==> config.mk <==
export PLATFORM = sky130hd
export DESIGN_NAME = seg_scan_ctrl
export DESIGN_NICKNAME = d
export VERILOG_FILES = /design/src/rtl/seg_scan_ctrl_pkg.sv /design/src/rtl/seg_slot_timer.sv /design/src/rtl/seg_scan_ctrl.sv
export SDC_FILE = /design/constraint.sdc
export NUM_CORES = 1
export LEC_CHECK = 0
export CORE_MARGIN = 2
export CORE_UTILIZATION = 35
export CTS_CLUSTER_DIAMETER = 60
export DETAILED_ROUTE_END_ITERATION = 6
export PLACE_DENSITY_LB_ADDON = 0.1
export SLEW_MARGIN = 20
export SYNTH_ARGS = -nofsm -noshare
export SYNTH_HDL_FRONTEND = slang
export SYNTH_SLANG_ARGS = --single-unit
==> constraint.sdc <==
create_clock -name clk -period 2.4 [get_ports clk]
set_input_delay 0.36 -clock clk [delete_from_list [all_inputs] [get_ports clk]]
set_output_delay 0.36 -clock clk [all_outputs]
set_load 0.01 [all_outputs]
==> src/rtl/seg_scan_ctrl_pkg.sv <==
// Shared definitions for the segment scan controller: BCD width, FSM states,
// and the decoder reset level that blanks the segments.
package seg_scan_ctrl_pkg;

    localparam int   BCD_W     = 4;
    localparam logic DEC_BLANK = 1'b1;

    typedef enum logic {
        ST_BLANK = 1'b0,
        ST_SHOW  = 1'b1
    } state_t;

    function automatic int max_int(input int a, input int b);
        return (a > b) ? a : b;
    endfunction

endpackage

==> src/rtl/seg_slot_timer.sv <==
// Loadable down-counter; terminal count is high while the count sits at zero.
// The scan FSM reuses one instance for both the BLANK and SHOW slot lengths.
module seg_slot_timer
    import seg_scan_ctrl_pkg::*;
#(
    parameter int CNT_W = 4
) (
    input  logic             clk,
    input  logic             rst,
    input  logic             load,
    input  logic [CNT_W-1:0] load_val,
    output logic             tc
);

    logic [CNT_W-1:0] cnt;

    always_ff @(posedge clk or posedge rst) begin
        if (rst) begin
            cnt <= '0;
        end else if (load) begin
            cnt <= load_val;
        end else if (cnt != '0) begin
            cnt <= cnt - 1'b1;
        end
    end

    assign tc = (cnt == '0);

endmodule

==> src/rtl/seg_scan_ctrl.sv <==
// Time-multiplexed N-digit 7-segment scan controller driving one shared BCD decoder.
// Optional build macro LEADING_ZERO_BLANK_EN darkens leading-zero digits (digit 0 always lit).
//
//   state    | meaning
//   ---------+-------------------------------------------------------------
//   ST_BLANK | gap before a digit slot: digit_en=0, dec_rst=1, dec_num preset
//   ST_SHOW  | digit idx lit for PRESCALE cycles, dec_num held stable
module seg_scan_ctrl
    import seg_scan_ctrl_pkg::*;
#(
    parameter int DIGITS       = 4,
    parameter int PRESCALE     = 1000,
    parameter int BLANK_CYCLES = 8
) (
    input  logic                    clk,
    input  logic                    rst,
    input  logic [BCD_W*DIGITS-1:0] bcd_in,
    input  logic                    load,
    output logic                    load_ack,
    output logic [BCD_W-1:0]        dec_num,
    output logic                    dec_rst,
    output logic [DIGITS-1:0]       digit_en,
    output logic                    frame_tick
);

    localparam int CNT_W = $clog2(max_int(PRESCALE, BLANK_CYCLES) + 1);
    localparam int IDX_W = (DIGITS > 1) ? $clog2(DIGITS) : 1;

    localparam logic [CNT_W-1:0] SHOW_LOAD  = CNT_W'(PRESCALE - 1);
    localparam logic [CNT_W-1:0] BLANK_LOAD = CNT_W'((BLANK_CYCLES > 0) ? BLANK_CYCLES - 1 : 0);
    // The post-reset BLANK cycle itself counts as the first blank cycle.
    localparam logic [CNT_W-1:0] FIRST_LOAD = CNT_W'((BLANK_CYCLES > 1) ? BLANK_CYCLES - 2 : 0);
    localparam logic [IDX_W-1:0] LAST_IDX   = IDX_W'(DIGITS - 1);

    state_t                         state, state_nx;
    logic [IDX_W-1:0]               idx, idx_nx;
    logic                           primed;
    logic [DIGITS-1:0][BCD_W-1:0]   shadow, shadow_nx;
    logic [BCD_W*DIGITS-1:0]        pending;
    logic                           pending_v;
    logic                           tm_load, tm_tc;
    logic [CNT_W-1:0]               tm_val;
    logic                           boundary, apply, dark, shown_nx;

    seg_slot_timer #(
        .CNT_W (CNT_W)
    ) u_timer (
        .clk      (clk),
        .rst      (rst),
        .load     (tm_load),
        .load_val (tm_val),
        .tc       (tm_tc)
    );

    always_comb begin
        state_nx = state;
        idx_nx   = idx;
        tm_load  = 1'b0;
        tm_val   = '0;
        boundary = 1'b0;
        case (state)
            ST_BLANK: begin
                if (!primed && (BLANK_CYCLES > 1)) begin
                    tm_load = 1'b1;
                    tm_val  = FIRST_LOAD;
                end else if (!primed || tm_tc) begin
                    state_nx = ST_SHOW;
                    tm_load  = 1'b1;
                    tm_val   = SHOW_LOAD;
                end
            end
            ST_SHOW: begin
                if (tm_tc) begin
                    tm_load  = 1'b1;
                    boundary = (idx == LAST_IDX);
                    idx_nx   = (idx == LAST_IDX) ? '0 : idx + 1'b1;
                    if (BLANK_CYCLES > 0) begin
                        state_nx = ST_BLANK;
                        tm_val   = BLANK_LOAD;
                    end else begin
                        tm_val   = SHOW_LOAD;
                    end
                end
            end
        endcase
    end

    // The shadow only changes on the wrap edge, so every frame shows one word.
    assign apply = boundary && (pending_v || load);

    always_comb begin
        shadow_nx = shadow;
        if (apply) begin
            shadow_nx = load ? bcd_in : pending;
        end
    end

`ifdef LEADING_ZERO_BLANK_EN
    logic upper_zero;

    always_comb begin
        upper_zero = 1'b1;
        for (int k = 0; k < DIGITS; k++) begin
            if ((k >= int'(idx_nx)) && (shadow_nx[k] != '0)) begin
                upper_zero = 1'b0;
            end
        end
        dark = (idx_nx != '0) && upper_zero;
    end
`else
    assign dark = 1'b0;
`endif

    assign shown_nx = (state_nx == ST_SHOW) && !dark;

    always_ff @(posedge clk or posedge rst) begin
        if (rst) begin
            state     <= ST_BLANK;
            idx       <= '0;
            primed    <= 1'b0;
            shadow    <= '0;
            pending   <= '0;
            pending_v <= 1'b0;
        end else begin
            state  <= state_nx;
            idx    <= idx_nx;
            primed <= 1'b1;
            shadow <= shadow_nx;
            if (load) begin
                pending <= bcd_in;
            end
            if (apply) begin
                pending_v <= 1'b0;
            end else if (load) begin
                pending_v <= 1'b1;
            end
        end
    end

    always_ff @(posedge clk or posedge rst) begin
        if (rst) begin
            dec_num    <= '0;
            dec_rst    <= DEC_BLANK;
            digit_en   <= '0;
            load_ack   <= 1'b0;
            frame_tick <= 1'b0;
        end else begin
            if ((state == ST_SHOW) && tm_tc) begin
                dec_num <= shadow_nx[idx_nx];
            end
            dec_rst    <= shown_nx ? ~DEC_BLANK : DEC_BLANK;
            digit_en   <= shown_nx ? (DIGITS'(1) << idx_nx) : '0;
            load_ack   <= apply;
            frame_tick <= boundary;
        end
    end

endmodule

# Word-level counts from Yosys, hierarchy flattened
# Index checks and enable logic that the tools add are counted.
[totals] ram_bits=0 reg_bits=58 mem_count=0 rom_bits=0 latch_bits=0 input_bits=19 output_inout_bits=11
[classes] n_reduce_logical=9 multipliers=0 order_cmp=1 n_addsub=2 n_eq_ne=1 n_bitwise=1 n_div=0 shifts=1 muxes=26
[op_table] cell="$mux 10" n=4
[op_table] cell="$mux 16" n=2
[op_table] cell="$pmux 10 s2" n=1
[op_table] cell="$logic_not 10->1" n=1
[op_table] cell="$mux 1" n=10
[op_table] cell="$reduce_bool 10->1" n=1
[op_table] cell="$sub 10x1->10 const B" n=1
[op_table] cell="$bmux 4 s2" n=1
[op_table] cell="$mux 4" n=2
[op_table] cell="$mux 2" n=3
[op_table] cell="$pmux 1 s2" n=2
[op_table] cell="$reduce_bool 2->1" n=2
[op_table] cell="$shl 1x2->4 const A" n=1
[op_table] cell="$lt 2x3->1 const B" n=1
[op_table] cell="$mux 3" n=1
[op_table] cell="$add 2x1->2 const B" n=1
[op_table] cell="$eq 2x2->1 const B" n=1
[op_table] cell="$logic_and 1x1->1" n=2
[op_table] cell="$logic_or 1x1->1" n=2
[op_table] cell="$logic_not 1->1" n=1
[op_table] cell="$not 1->1" n=1

# Logic depth before layout (Yosys ltp)
[logic_depth] ltp_word=7 mapped_depth=9 ltp_nobuf=6

# Cells and area by module
# Synthesis repeated with hierarchy kept, for this count alone.
[hier_totals] cells_unflattened=223 hier_area_um2=2717.6
[modules_own_cells] mod="seg_scan_ctrl" seq_area_each_um2=1202.4 cells_per_inst=147 area_per_inst_um2=2024.4 n_inst=1
[modules_own_cells] mod="seg_slot_timer" seq_area_each_um2=250.2 cells_per_inst=76 area_per_inst_um2=693.2 n_inst=1

# Worst setup path after synthesis
# No wires, ideal clock.
[synth_path] path_type="flip-flop to flip-flop" startpoint="register u_timer.cnt[0]" endpoint="register shadow[10] in the netlist's numbering" path_buffers=3 stages_incl_launch_ff=9 setup_ns=0.125 path_slack_ns=-0.012 arrival_ns=2.287 period_less_slack_ns=2.412 path_cell_list="dfrtp_1 inv_1 ha_1 or4b_4 buf_6 or4_4 buf_6 buf_12 mux2_4"
[synth_lines] element="start, declared" line_no="seg_slot_timer.sv:15" text="logic [CNT_W-1:0] cnt;"
[synth_lines] element="start signal, assigned" line_no="seg_slot_timer.sv:21" text="cnt <= load_val;"
[synth_lines] element="start signal, assigned" line_no="seg_slot_timer.sv:23" text="cnt <= cnt - 1'b1;"
[synth_lines] element="end signal, assigned" line_no="seg_scan_ctrl.sv:128" text="shadow <= shadow_nx;"
[synth_lines] element="end, declared" line_no="seg_scan_ctrl.sv:38" text="logic [DIGITS-1:0][BCD_W-1:0] shadow, shadow_nx;"

==> flow_metrics.env <==
export IMPL_drtPass1Iterations=4
export IMPL_place_gp_congestion=0.776
export IMPL_clkSlewWorstSetupHoldPaths_ns=0.06
export IMPL_numPortBuffers=29
export IMPL_synthCells=218
export IMPL_r2r_start="u_timer.cnt[0]"
export IMPL_synth_simple_gate_area_share_pct=10.2
export IMPL_ys_ff_latch=58
export IMPL_worstMarginPinSlew_ns=0.612
export IMPL_hold_buffers=0
export IMPL_drive_gt1_share_pct=29.5
export IMPL_rsz0062_at_grt="false"
export IMPL_wl_microns=6020
export IMPL_layout_common_cells="dfrtp_1 (57), clkdlybuf4s50_1 (29), mux2_2 (20)"
export IMPL_dr_total_vias=1885
export IMPL_ios=30
export IMPL_htreeDepth=3
export IMPL_cts_tree="yes"
export IMPL_max_freq_ghz=0.434
export IMPL_slew_viol_final=0
export IMPL_die_area_sq_um=8450
export IMPL_dieHeight_microns=91.9
export IMPL_synth_adder_area_share_pct=1.39
export IMPL_start_kind="register"
export IMPL_layout_commonest_cell="dfrtp_1"
export IMPL_antenna_found_initial=0
export IMPL_nNetsFinal=281
export IMPL_cts_buffers=9
export IMPL_grt_max_degree=27
export IMPL_hold_viol=0
export IMPL_antenna_left=0
export IMPL_cts_sinks=58
export IMPL_synth_warnings=0
export IMPL_synth_xor_area_share_pct=1.94
export IMPL_synth_nets=240
export IMPL_grt_overflow=0
export IMPL_fin_ws_ns=0.0938
export IMPL_synth_compound_area_share_pct=12.8
export IMPL_initial_core_util_pct=35.6
export IMPL_reg2regPathDepth=5
export IMPL_synth_flop_cell="dfrtp_1"
export IMPL_fin_crit_ns=2.31
export IMPL_synth_largest_area_cell="dfrtp_1"
export IMPL_clk_insertion_delay_late_ns=0.34
export IMPL_cts_setup_buffers=0
export IMPL_syn_area_sq_um=2710
export IMPL_clk_path_buf_depth=2
export IMPL_drt_wirelength_per_cell_microns=16.4
export IMPL_place_ws_ns=0.00336
export IMPL_ys_seq_area_share_pct=53.7
export IMPL_synth_edf_count=0
export IMPL_end_kind="register"
export IMPL_hold_class="primary input to async pin"
export IMPL_worst_setup_path_type="register to register"
export IMPL_arrival_ns=2.53
export IMPL_grt_pass1_vias=1895
export IMPL_ff2ff_setup_slack_ns=0.09
export IMPL_fin_crit_sh_pct=96.1
export IMPL_yosysTopAreaCellShare_pct=52.7
export IMPL_muxShareOfSynthArea_pct=15.4
export IMPL_layout_area_overhead_vs_synth_pct=24.2
export IMPL_fin_skew_ns=0.00699
export IMPL_async_reset_ff_share_pct=100
export IMPL_dieWidth_microns=91.9
export IMPL_relSlewSlack_pct=58.8
export IMPL_grt_usage_pct=15.2
export IMPL_synth_area_leaders="dfrtp_1 (53%), mux2_2 (8.3%), mux2_4 (6.7%), o21ba_2 (3.0%), o2111ai_1 (2.6%)"
export IMPL_finalSetupTns_ns=0
export IMPL_irDropWorstVdd_v=0.000360
export IMPL_cp_max_fo=12
export IMPL_core_sq_um=7610
export IMPL_n_antenna_cell=0
export IMPL_grt_pass1_wl_microns=9880
export IMPL_via_per_inst=5.15
export IMPL_syn_area_per_cell_sq_um=12.4
export IMPL_synth_top_family_by_area="multiplexers"
export IMPL_route_detailed_drc=0
export IMPL_num_fill_cells=734
export IMPL_rr_endpoint="shadow[4]"
export IMPL_power_leakage_nw=1.46
export IMPL_status="completed"
export IMPL_setup_violations=0
export IMPL_critPathRequiredTime_ns=2.63
export IMPL_rows=32
export IMPL_root_buffer="clkbuf_8"
export IMPL_place_hpwl_microns=3940
export IMPL_power_density_nw_per_um2=976
export IMPL_drv_cap=0
export IMPL_drt_iter0_drc=92
export IMPL_ys_types=38
worst max path at each step:
| stage | startpoint | end | slack, ns |
|---|---|---|---|
| floorplan | u_timer.cnt[0] | shadow[10] | 0.0004 |
| global placement | u_timer.cnt[0] | dec_num[3] | 0.04 |
| detailed placement | u_timer.cnt[0] | dec_num[3] | 0.003 |
| CTS | u_timer.cnt[0] | dec_num[3] | 0.001 |
| global route | u_timer.cnt[0] | dec_num[2] | 0.04 |
| finish | u_timer.cnt[0] | shadow[4] | 0.09 |
registers in the layout, indices dropped and copies added (netlist names):
| name | cells |
|---|---|
| state | 1 |
| dec_rst | 1 |
| idx | 2 |
| pending_v | 1 |
| load_ack | 1 |
| pending | 16 |
| primed | 1 |
| digit_en | 4 |
| shadow | 16 |
| frame_tick | 1 |
| dec_num | 4 |
| u_timer.cnt | 10 |
metal layers:
metal  vias to the layer above  global-route usage (%)  wire, microns
met5                         -                       0              0
met4                         0                    5.22             87
met3                         7                    5.67            259
met2                        39                    24.0           2800
met1                       953                    19.4           2870
li1                        886                       -              -
cells by family (layout without fill, tap and decap cells):
logic type                 Yosys count  count (layout)
buffers and inverters               22              66
and+or+nand+nor                     49              51
xor gates and xnor gates             6               6
adders and majority gates            3               3
DFF                                 58              58
other                                1               1
AOI/OAI and AO/OA                   46              46
muxes                               33              33
worst max-delay path, cell delays in order (launching register included):
cell	delay [ns]
dfrtp_1	0.40
inv_1	0.12
ha_4	0.16
or4b_4	0.51
or4_4	0.66
mux2_4	0.34
cells in the mapped netlist, types with 4 or more instances:
master and instances:
o21a_1 4, nand3_1 5, mux2_4 12, nor2_1 9, a21oi_1 12, mux2_2 20
o41ai_1 8, o2111ai_1 8, dfrtp_1 57, clkbuf_1 9, xnor2_1 6, nand2_1 12
inv_1 9, o21ba_2 8
report_power, final:
group	internal, W	switching, W	total, W
registers	0.00116	0.000141	0.00130
logic	0.000548	0.000625	0.00117
clock network	0.000426	0.000376	0.000802
metrics by stage:
step	instances	hold slack (ns)	total power [W]	area (sq um)	util, %
4_1_cts	364	0.408	0.00327	3330	43.7
5_1_grt	366	0.458	0.00351	3360	44.2
3_3_place_gp	348	0.479	0.00244	3140	41.3
2_1_floorplan	218	0.458	0.00203	2710	-
6_report	366	0.392	0.00328	3360	44.2
3_5_place_dp	348	0.483	0.00244	3140	41.3
area by class of cell:
cell class | instances | area, sq um | area share [%]
repair buffers | 41 | 393 | 11.7
clock inverters | 3 | 15.0 | 0.447
inverters | 9 | 33.8 | 1.01
well taps | 102 | 128 | 3.80
clock buffers | 13 | 159 | 4.73
multi-input cells | 140 | 1180 | 35.1
flip-flops and latches | 58 | 1450 | 43.2
repair_timing:
item,CTS,global route
cloned,0,2
pin swaps,0,2
resized for setup,2,3
setup endpoints to repair,1,20
(Power assumes the default switching activity.)
